===== src/rtl/vga_pattern_gen.sv =====
// Test-pattern generator: RGB332 pixels from hcount/vcount, with syncs delayed to match.
// Latency 2 pix_en strobes; no backpressure, all state holds while pix_en is low.
module vga_pattern_gen #(
    parameter int BOX_SIZE = 32
) (
    input  logic        clk,
    input  logic        reset,
    input  logic        pix_en,
    input  logic        hs_in,
    input  logic        vs_in,
    input  logic [10:0] hcount,
    input  logic [10:0] vcount,
    input  logic        resolution,
    input  logic        next_pat,
    output logic        hs_out,
    output logic        vs_out,
    output logic [7:0]  rgb,
    output logic [1:0]  pattern,
    output logic [7:0]  frame_count
);

    localparam logic [10:0] BOX  = 11'(BOX_SIZE);
    localparam logic [10:0] HALF = 11'(BOX_SIZE / 2);

    logic        vs_prev;
    logic        res_q;
    logic        pending;
    logic        frame_start;

    logic [10:0] h_act;
    logic [10:0] v_act;
    logic [10:0] bar_w;
    logic [10:0] thr;
    logic [2:0]  bar_idx;
    logic        active;
    logic        check_bit;
    logic [2:0]  grad_r;
    logic [7:0]  grad;
    logic        border;
    logic [10:0] box_x2;
    logic [10:0] box_hlim;
    logic [10:0] box_x;
    logic [10:0] box_y;
    logic        in_box;

    logic        s1_active;
    logic [1:0]  s1_pat;
    logic [2:0]  s1_bar;
    logic        s1_check;
    logic [7:0]  s1_grad;
    logic        s1_border;
    logic        s1_box;
    logic        s1_hs;
    logic        s1_vs;
    logic [7:0]  colour;

    assign frame_start = pix_en & vs_prev & ~vs_in;

    always_ff @(posedge clk or posedge reset) begin
        if (reset) begin
            vs_prev <= 1'b1;
        end else if (pix_en) begin
            vs_prev <= vs_in;
        end
    end

    // Mode changes land only on the vsync fall, so a frame is never torn.
    always_ff @(posedge clk or posedge reset) begin
        if (reset) begin
            frame_count <= 8'd0;
            res_q       <= 1'b0;
            pattern     <= 2'd0;
        end else if (frame_start) begin
            frame_count <= frame_count + 8'd1;
            res_q       <= resolution;
            if (pending) begin
                pattern <= pattern + 2'd1;
            end
        end
    end

    // A request coinciding with the boundary wins, so it is kept for the next frame.
    always_ff @(posedge clk or posedge reset) begin
        if (reset) begin
            pending <= 1'b0;
        end else if (next_pat) begin
            pending <= 1'b1;
        end else if (frame_start) begin
            pending <= 1'b0;
        end
    end

    assign h_act = res_q ? 11'd800 : 11'd640;
    assign v_act = res_q ? 11'd600 : 11'd480;
    assign bar_w = res_q ? 11'd100 : 11'd80;

    assign active = (hcount < h_act) && (vcount < v_act);

    always_comb begin
        bar_idx = 3'd0;
        thr     = bar_w;
        for (int i = 1; i < 8; i++) begin
            if (hcount >= thr) begin
                bar_idx = 3'(i);
            end
            thr = thr + bar_w;
        end
    end

    assign check_bit = hcount[5] ^ vcount[5];

    assign grad_r = hcount[7:5] + frame_count[2:0];
    assign grad   = {grad_r, vcount[7:5], frame_count[4:3]};

    assign border = (hcount == 11'd0) || (hcount == h_act - 11'd1) ||
                    (vcount == 11'd0) || (vcount == v_act - 11'd1);

    // frame_count*2 never exceeds 510, so one conditional subtract is a full modulo.
    assign box_x2   = {2'b00, frame_count, 1'b0};
    assign box_hlim = h_act - BOX;
    assign box_x    = (box_x2 >= box_hlim) ? (box_x2 - box_hlim) : box_x2;
    assign box_y    = (v_act >> 1) - HALF;
    assign in_box   = (hcount >= box_x) && (hcount < box_x + BOX) &&
                      (vcount >= box_y) && (vcount < box_y + BOX);

    always_ff @(posedge clk or posedge reset) begin
        if (reset) begin
            s1_active <= 1'b0;
            s1_pat    <= 2'd0;
            s1_bar    <= 3'd0;
            s1_check  <= 1'b0;
            s1_grad   <= 8'h00;
            s1_border <= 1'b0;
            s1_box    <= 1'b0;
            s1_hs     <= 1'b1;
            s1_vs     <= 1'b1;
        end else if (pix_en) begin
            s1_active <= active;
            s1_pat    <= pattern;
            s1_bar    <= bar_idx;
            s1_check  <= check_bit;
            s1_grad   <= grad;
            s1_border <= border;
            s1_box    <= in_box;
            s1_hs     <= hs_in;
            s1_vs     <= vs_in;
        end
    end

    always_comb begin
        colour = 8'h00;
        unique case (s1_pat)
            2'd0: begin
                unique case (s1_bar)
                    3'd0:    colour = 8'hFF;
                    3'd1:    colour = 8'hFC;
                    3'd2:    colour = 8'h1F;
                    3'd3:    colour = 8'h1C;
                    3'd4:    colour = 8'hE3;
                    3'd5:    colour = 8'hE0;
                    3'd6:    colour = 8'h03;
                    default: colour = 8'h00;
                endcase
            end
            2'd1:    colour = s1_check ? 8'hFF : 8'h00;
            2'd2:    colour = s1_grad;
            default: colour = s1_border ? 8'hFF : (s1_box ? 8'hE0 : 8'h00);
        endcase
    end

    always_ff @(posedge clk or posedge reset) begin
        if (reset) begin
            rgb    <= 8'h00;
            hs_out <= 1'b1;
            vs_out <= 1'b1;
        end else if (pix_en) begin
            rgb    <= s1_active ? colour : 8'h00;
            hs_out <= s1_hs;
            vs_out <= s1_vs;
        end
    end

endmodule

===== config.mk =====
export PLATFORM = sky130hd
export DESIGN_NAME = vga_pattern_gen
export DESIGN_NICKNAME = d
export VERILOG_FILES = /design/src/rtl/vga_pattern_gen.sv
export SDC_FILE = /design/constraint.sdc
export NUM_CORES = 1
export LEC_CHECK = 0
export CAP_MARGIN = 25
export CORE_ASPECT_RATIO = 0.9
export CORE_MARGIN = 2
export CORE_UTILIZATION = 40
export CTS_CLUSTER_SIZE = 28
export DETAILED_ROUTE_END_ITERATION = 10
export GPL_ROUTABILITY_DRIVEN = 0
export GPL_TIMING_DRIVEN = 0
export PLACE_DENSITY_LB_ADDON = 0.15
export SLEW_MARGIN = 20
export SYNTH_ARGS = -nofsm -noshare
export SYNTH_HDL_FRONTEND = slang
export SYNTH_SLANG_ARGS = --single-unit

===== constraint.sdc =====
create_clock -name clk -period 7.3 [get_ports clk]
set_clock_uncertainty 0.2 [all_clocks]
set_input_delay 2.19 -clock clk [delete_from_list [all_inputs] [get_ports clk]]
set_output_delay 2.19 -clock clk [all_outputs]
set_load 0.02 [all_outputs]

; ---- Yosys cells after proc, flatten, opt, wreduce, memory -nomap -nowiden
; Cells that the tools add are included.
[totals]
out_inout_bits = 20
regBits = 41
in_bits = 29
word_cells = 92
[classes]
n_mux = 19
bitwise = 4
n_eq_ne = 10
n_addsub = 16
order_cmp = 14
reduce_logical = 13
[op_table]
columns = op, count
row1 = $pmux 8 s7, 1
row2 = $ge 11x11->1, 5
row3 = $mux 8, 4
row4 = $pmux 8 s3, 1
row5 = $add 11x7->11, 2
row6 = $eq 11x11->1, 2
row7 = $logic_not 11->1, 2
row8 = $lt 11x10->1, 2
row9 = $lt 11x11->1, 2
row10 = $sub 10x1->11 const B, 2
row11 = $mux 3, 6
row12 = $add 10x7->11, 1
row13 = $add 10x7->11 const B, 1
row14 = $add 11x6->11 const B, 1
row15 = $ge 11x10->1, 1
row16 = $ge 11x7->1, 1
row17 = $ge 11x8->1, 1
row18 = $ge 11x9->1, 1
row19 = $ge 9x11->1, 1
row20 = $mux 11, 1
row21 = $sub 10x6->11 const B, 1
row22 = $sub 9x11->11, 1
row23 = $add 9x7->10, 1
row24 = $mux 10, 1
row25 = other kinds (23), 34

; ---- Longest topological paths before layout
; Gate-level depths: netlist of run 1.
[depth]
ltp_word = 9
depth_mapped = 9
depth_no_buf = 8

; ---- Worst setup path before layout of run 1
; Ideal clock, no wire load.
[synth_timing]
path_type = input to register
from = in vcount[3]
to = reg s1_box
setup_time_ps = 121
path_buffers = 0
path_stages = 8
required_ps = 6979
setup_slack_ps = 3251
t_arrival_ps = 3728
cell_sequence = inv_1 ha_1 nor2b_1 a311o_1 a211o_1 a311oi_2 o21ai_1 a22o_1
[synth_between]
elab_chain_cells = 3
word_cells_on_any_way = 4
cone_classes = order compare (2) / reduce/logical (2)
[synth_rtl]
columns = item, line_no
row1 = "start, declared", 12  ; input logic [10:0] vcount,
row2 = $ge 11x11->1, 124  ; (vcount >= box_y) && (vcount < box_y + BOX);
row3 = $logic_and 1x1->1, 123  ; assign in_box = (hcount >= box_x) && (hcount < box_x + BOX) &&
row4 = $logic_and 1x1->1 (*), 124
row5 = "end signal, assigned", 144  ; s1_box <= in_box;
row6 = "end, declared", 52  ; logic s1_box;
; Every way passes the cells marked *; elsewhere a longest branch is shown, timed or not.
; A chain may end at the register's enable or synchronous reset.

; ---- Worst setup path in the final report of run 1
[layout_timing]
from = in hcount[5]
to = reg s1_bar[2]
[layout_between]
elab_chain_cells = 6
word_cells_on_any_way = 10
cone_classes = order compare (5) / mux (5)
[layout_rtl]
columns = item, line_no
row1 = "start, declared", 11  ; input logic [10:0] hcount,
row2 = $ge 11x9->1, 103  ; if (hcount >= thr) begin
row3 = $mux 3 (4 in series), 103
row4 = $mux 3 (*), 103
row5 = "end signal, assigned", 140  ; s1_bar <= bar_idx;
row6 = "end, declared", 48  ; logic [2:0] s1_bar;
; Marks and branches as above.

==> results.toml, run 1 <==
[layout]
num_antenna_cells = 0
final_cell_mix = "46 x clkdlybuf4s50_1, 41 x ha_1, 37 x dfrtp_1"
final_common_cell = "clkdlybuf4s50_1"
nets = 437
syn_to_final_growth_pct = 23.37
fillCellCount = 699
final_util = 0.5146
drive_above_1_share = 0.05722

[sta]
finalHoldViolCount = 0
finalMaxSlewViolations = 0
post-route-period-util = 0.6380
setup_viol = 0
slew_headroom = 0.5889
worst_slew_pin_slew_ns = 0.6166
rsz0062_at_grt = "false"
tns_ns = 0
timing.fmax_mhz = 214.7
setup_slack_ns = 2.642
period_needed_ns = 4.658

[worst_setup_path]
cp-start-kind = "input port"
cp.arrival_ns = 4.64
critPathMaxStageDelay_ns = 0.65
crit_type = "in2reg"
cp_top_family = "buffers and inverters"
crit_slowest_cell = "clkdlybuf4s50_1"
path_common_cell = "inv_1"
critPathRequiredTime_ns = 7.28
cp_num_buf_inv = 4
critPathCaptureType = "flip-flop"
cp_max_fo = 7
path_cells = "clkdlybuf4s50_1 > clkbuf_1 > inv_1 > ha_1 > inv_1 > a221oi_1 > o211ai_1 > o32a_1"

[die]
dieArea_um2 = 8122
dieHeight_um = 85.70
core-area_um2 = 7112
boundaryPins = 49
die_w_um = 94.78
num_rows = 29
start_util = 0.4171

[cts]
postCtsSetupBuffers = 0
cts_resized = 0
cts_made_buffers = 5
cts_max_level = 2
ctsHoldBuffers = 0
cts_root_buf = "clkbuf_8"
cts.sinks = 41
clk_path_buf_depth = 2
path_clk_slew_ns = 0.08
clock_latency_ns = 0.30
cts_tree = "done"

[route]
vias_per_cell = 5.648
drt-total-wl_mm = 7.605
dr.pass1.iters = 4
detail-route-antenna-nets = 0
routedWlPerCell_um = 16.53
drt_iter0_drc = 132
vias = 2598
route.detailed.drc = 0

[global_routing]
grt_antenna_before_repair = 0
grtUsageTotal = 0.1983
grt_pass1_vias = 2491
overflow = 0
grt_pass1_wl_mm = 12.55
grt_max_degree = 30

[synth]
syn_nets = 383
yosysWarnings = 0
ys_async_sr_fraction = 1.000
ys_ff_latch = 41
ys_types = 53
syn_inst = 312
ys.flop_type = "dfrtp_1"
synth_seq_area_share = 0.3475
syn-mean-instance-area_um2 = 9.508
syn_area_um2 = 2967
synth_edf_count = 0

[placement]
io_buffers = 46
place_ws_ns = 2.362
hpwlAfterDp_mm = 5.791

[pwr]
vdd_drop_max_mv = 0.1986
p_leak_uw = 0.001512
powerDensity_nw_per_um2 = 250.5

[min_path]
hold_class = "reg2reg"

[run]
maxCapViolations = 0

[run_status]
status = "completed"
cell type report:
type | count | area [um2] | area share
clock inverters | 2 | 13.76 | 0.003761
flip-flops and latches | 41 | 1031 | 0.2817
inverters | 25 | 93.84 | 0.02564
clock buffers | 6 | 82.58 | 0.02256
multi-input cells | 238 | 1810 | 0.4947
repair buffers | 47 | 480.5 | 0.1313
plain buffers | 8 | 31.28 | 0.008547
well taps | 93 | 116.4 | 0.03179
state kept, by name, indices dropped and copies added (netlist names), 2 cells and up:
register and count:
s1_pat 2, frame_count 8, pattern 2, s1_bar 3
s1_grad 8, rgb 8
worst register-to-register path, stage by stage, from the launching register on:
cell and delay (ns):
dfrtp_1 0.74, inv_1 0.46, ha_1 0.47, or2_1 0.24, a221oi_1 0.33, o211ai_1 0.23, o32a_1 0.32
path summary, 6_finish.rpt:
check                           startpoint          to  slack, ns  cells after the start
worst min register to register      vs_out      vs_out       0.26                      2
worst min-delay path                vs_out      vs_out       0.26                      2
worst max-delay path             hcount[5]   s1_bar[2]       2.64                      8
max in group asynchronous            reset      vs_out       4.43                      3
min in group asynchronous            reset  pattern[1]       1.95                      2
worst max register to register       res_q   s1_bar[2]       4.20                      6
where the power goes:
part	internal (uW)	switching (uW)
sequential	282	61.7
clock	76.7	83.6
combinational	191	222
total	550	367
through the flow:
step / cells / cell area (um2) / power [uW] / hold slack [ns]
2_1_floorplan: 312 / 2967 / 603.5 / 0.2584
3_3_place_gp: 451 / 3543 / 750.8 / 0.2524
3_5_place_dp: 452 / 3563 / 757.3 / 0.2614
4_1_cts: 460 / 3660 / 920.5 / 0.2706
5_1_grt: 460 / 3660 / 992.5 / 0.2763
6_report: 460 / 3660 / 916.6 / 0.2647
metal layers:
| metal | up-vias | global-route usage | part of all wire |
|---|---|---|---|
| met5 | - | 0 | 0 |
| met4 | 0 | 0.03689 | 0.0099 |
| met3 | 10 | 0.04042 | 0.049 |
| met2 | 67 | 0.2992 | 0.44 |
| met1 | 1255 | 0.2967 | 0.50 |
| li1 | 1266 | - | - |
synth_stat cells (5+ instances only):
master     number  area share
ha_1           41        0.17
dfrtp_1        37        0.31
inv_1          22       0.028
a21oi_1        20       0.034
nand2_1        19       0.024
o21ai_1        17       0.029
nor2_1         14       0.018
xnor2_1        12       0.035
mux2_1         11       0.042
o2bb2ai_1       8       0.024
nor4_1          7       0.015
nand3_1         6       0.010
nor2b_1         6       0.013
nor3_1          6       0.010
nand2b_1        5       0.011
nand4_1         5       0.011
o21ai_0         5      0.0084
cells by family after synthesis:
logic type | count (synthesis) | synth area share
compound gates | 86 | 0.1949
simple gates | 85 | 0.1527
flops | 41 | 0.3475
fa+ha+maj | 42 | 0.1797
mux | 11 | 0.04175
xor+xnor | 14 | 0.04133
buf+inv | 33 | 0.04217
(Power assumes the default switching activity.)
==> run 2, diff against run 1 <==
- clock period: 7.3 -> 4.6 ns (I/O delays scaled with it)
==> results of run 2 <==
Same layout as run 1 (identical final DEF). Status: completed.
Among the figures that moved: setup slack after placement 2.362 ns -> 0.4721 ns; setup slack after layout 2.642 ns -> 0.7522 ns; register-to-register setup slack 4.20 ns -> 1.50 ns; total power 916.6 uW -> 1455 uW; worst IR drop on VDD 0.1986 mV -> 0.3152 mV
==> run 3, diff against run 2 <==
- clock period: 4.6 -> 3.42 ns (I/O delays scaled with it)
==> run 3 against run 2 <==
  * Clock-buffer cell count unchanged
  * Non-clock buffer count did not move
  * Power is 35% higher
  * Worst setup slack got worse by 0.61 ns
  * Highest routed layer unchanged
  * Sequential share of layout area fell by 0.077 points
  * Wire length up 0.25%
  * Critical path type unchanged
==> results.toml, run 3 (synthesized netlist as in run 1, its figures left out) <==
[sta]
rsz0062_at_grt = "false"
timing.fmax_mhz = 305.1
tns_ns = 0
worst_slew_pin_slew_ns = 0.6228
finalMaxSlewViolations = 0
period_needed_ns = 3.278
post-route-period-util = 0.9584
finalHoldViolCount = 0
setup_viol = 0
slew_headroom = 0.5848

[layout]
final_util = 0.5160
syn_to_final_growth_pct = 23.70
num_antenna_cells = 0
fillCellCount = 698
nets = 437
final_cell_mix = "45 x clkdlybuf4s50_1, 41 x ha_1, 37 x dfrtp_1"
final_common_cell = "clkdlybuf4s50_1"
stdcell_count = 460
drive_above_1_share = 0.06267
reg_top3 = "frame_count x8, rgb x8, s1_grad x8"

[min_path]
hold_class = "reg2reg"

[route]
drt-total-wl_mm = 7.624
detail-route-antenna-nets = 0
route.detailed.drc = 0
routedWlPerCell_um = 16.57
vias_per_cell = 5.639
vias = 2594
dr.pass1.iters = 4
drt_iter0_drc = 128

[cts]
cts.sinks = 41
path_clk_slew_ns = 0.08
postCtsSetupBuffers = 0
clock_latency_ns = 0.30
cts_root_buf = "clkbuf_8"
cts_max_level = 2
clk_path_buf_depth = 2
cts_tree = "done"
cts_made_buffers = 5

[worst_setup_path]
crit_type = "in2reg"
worstSetupEndpoint = "s1_box"
r2r_setup_slack_ns = 0.39
r2r_start = "res_q"
cp-start-kind = "input port"
r2r_end = "s1_bar[0]"
r2r_cells = 8
critPathRequiredTime_ns = 3.41
critPathCaptureType = "flip-flop"
cp.arrival_ns = 3.27
crit_start = "vcount[3]"
cp_max_fo = 4

[global_routing]
grtUsageTotal = 0.1983
overflow = 0
grt_pass1_wl_mm = 12.55
grt_antenna_before_repair = 0
grt_max_degree = 30
grt_pass1_vias = 2491

[die]
dieArea_um2 = 8122
start_util = 0.4171
core-area_um2 = 7112
num_rows = 29
dieHeight_um = 85.70
boundaryPins = 49
die_w_um = 94.78

[run_status]
status = "completed"

[pwr]
powerDensity_nw_per_um2 = 534.4
p_leak_uw = 0.001526
vdd_drop_max_mv = 0.4239

[run]
maxCapViolations = 0

[placement]
hpwlAfterDp_mm = 5.791
io_buffers = 46
dp.cells = 452
==> run 3: changes by cell type in the layout (fill, tap and decap cells not counted) <==
cell / change
a221oi_1: -1
a221oi_2: +1
clkbuf_1: -1
clkbuf_2: +1
clkdlybuf4s50_1: -1
dlymetal6s2s_1: +1
==> run 3: area by class of cell <==
type	instances	area, um2	area share
repair buffers	47	483.0	0.1316
clock inverters	2	13.76	0.003750
multi-input cells	238	1817	0.4951
inverters	25	93.84	0.02557
flip-flops and latches	41	1031	0.2809
well taps	93	116.4	0.03171
plain buffers	8	32.53	0.008865
clock buffers	6	82.58	0.02250
==> run 3: power breakdown <==
part | switching [uW] | internal (uW)
clock | 179 | 164
sequential | 132 | 601
combinational | 475 | 411
==> run 3: through the flow <==
stage	instance area, um2	worst slack (ns)	hold WS (ns)	total power (uW)
after detailed placement	3563	-0.3539	0.2614	1616
after global routing	3670	0.05448	0.2763	2124
after floorplan	2967	0.5350	0.2584	1288
after global placement	3543	-0.3636	0.2524	1603
after CTS	3661	0.06668	0.2706	1965
final	3670	0.1424	0.2647	1961
==> run 3: how the worst min path moves through the flow <==
stage / startpoint / depth (start not counted) / to
after floorplan: s1_grad[5] / 1 / s1_grad[5]
after global placement: vs_out / 2 / vs_out
after detailed placement: vs_out / 2 / vs_out
after CTS: vs_out / 2 / vs_out
after global routing: vs_out / 2 / vs_out
final: vs_out / 2 / vs_out
==> run 3: critical path, cell delays in order <==
cell	delay [ns]
clkdlybuf4s50_1	0.52
inv_1	0.06
ha_1	0.33
nor2b_1	0.15
a311o_1	0.32
a211o_1	0.30
a311oi_2	0.27
o21ai_1	0.12
a22o_1	0.18
==> run 3: repair_timing <==
item                       in CTS  in global routing
hold endpoints to repair        0                  0
setup endpoints to repair       1                  3
resized for setup               1                  2
gates cloned                    0                  0
hold buffers                    0                  0
==> run 3: per-layer routing <==
layer / track usage / part of all wire / up-vias
met5: 0 / 0 / -
met3: 0.04042 / 0.042 / 10
met4: 0.03689 / 0.0098 / 0
li1: - / - / 1266
met1: 0.2967 / 0.50 / 1247
met2: 0.2992 / 0.45 / 71
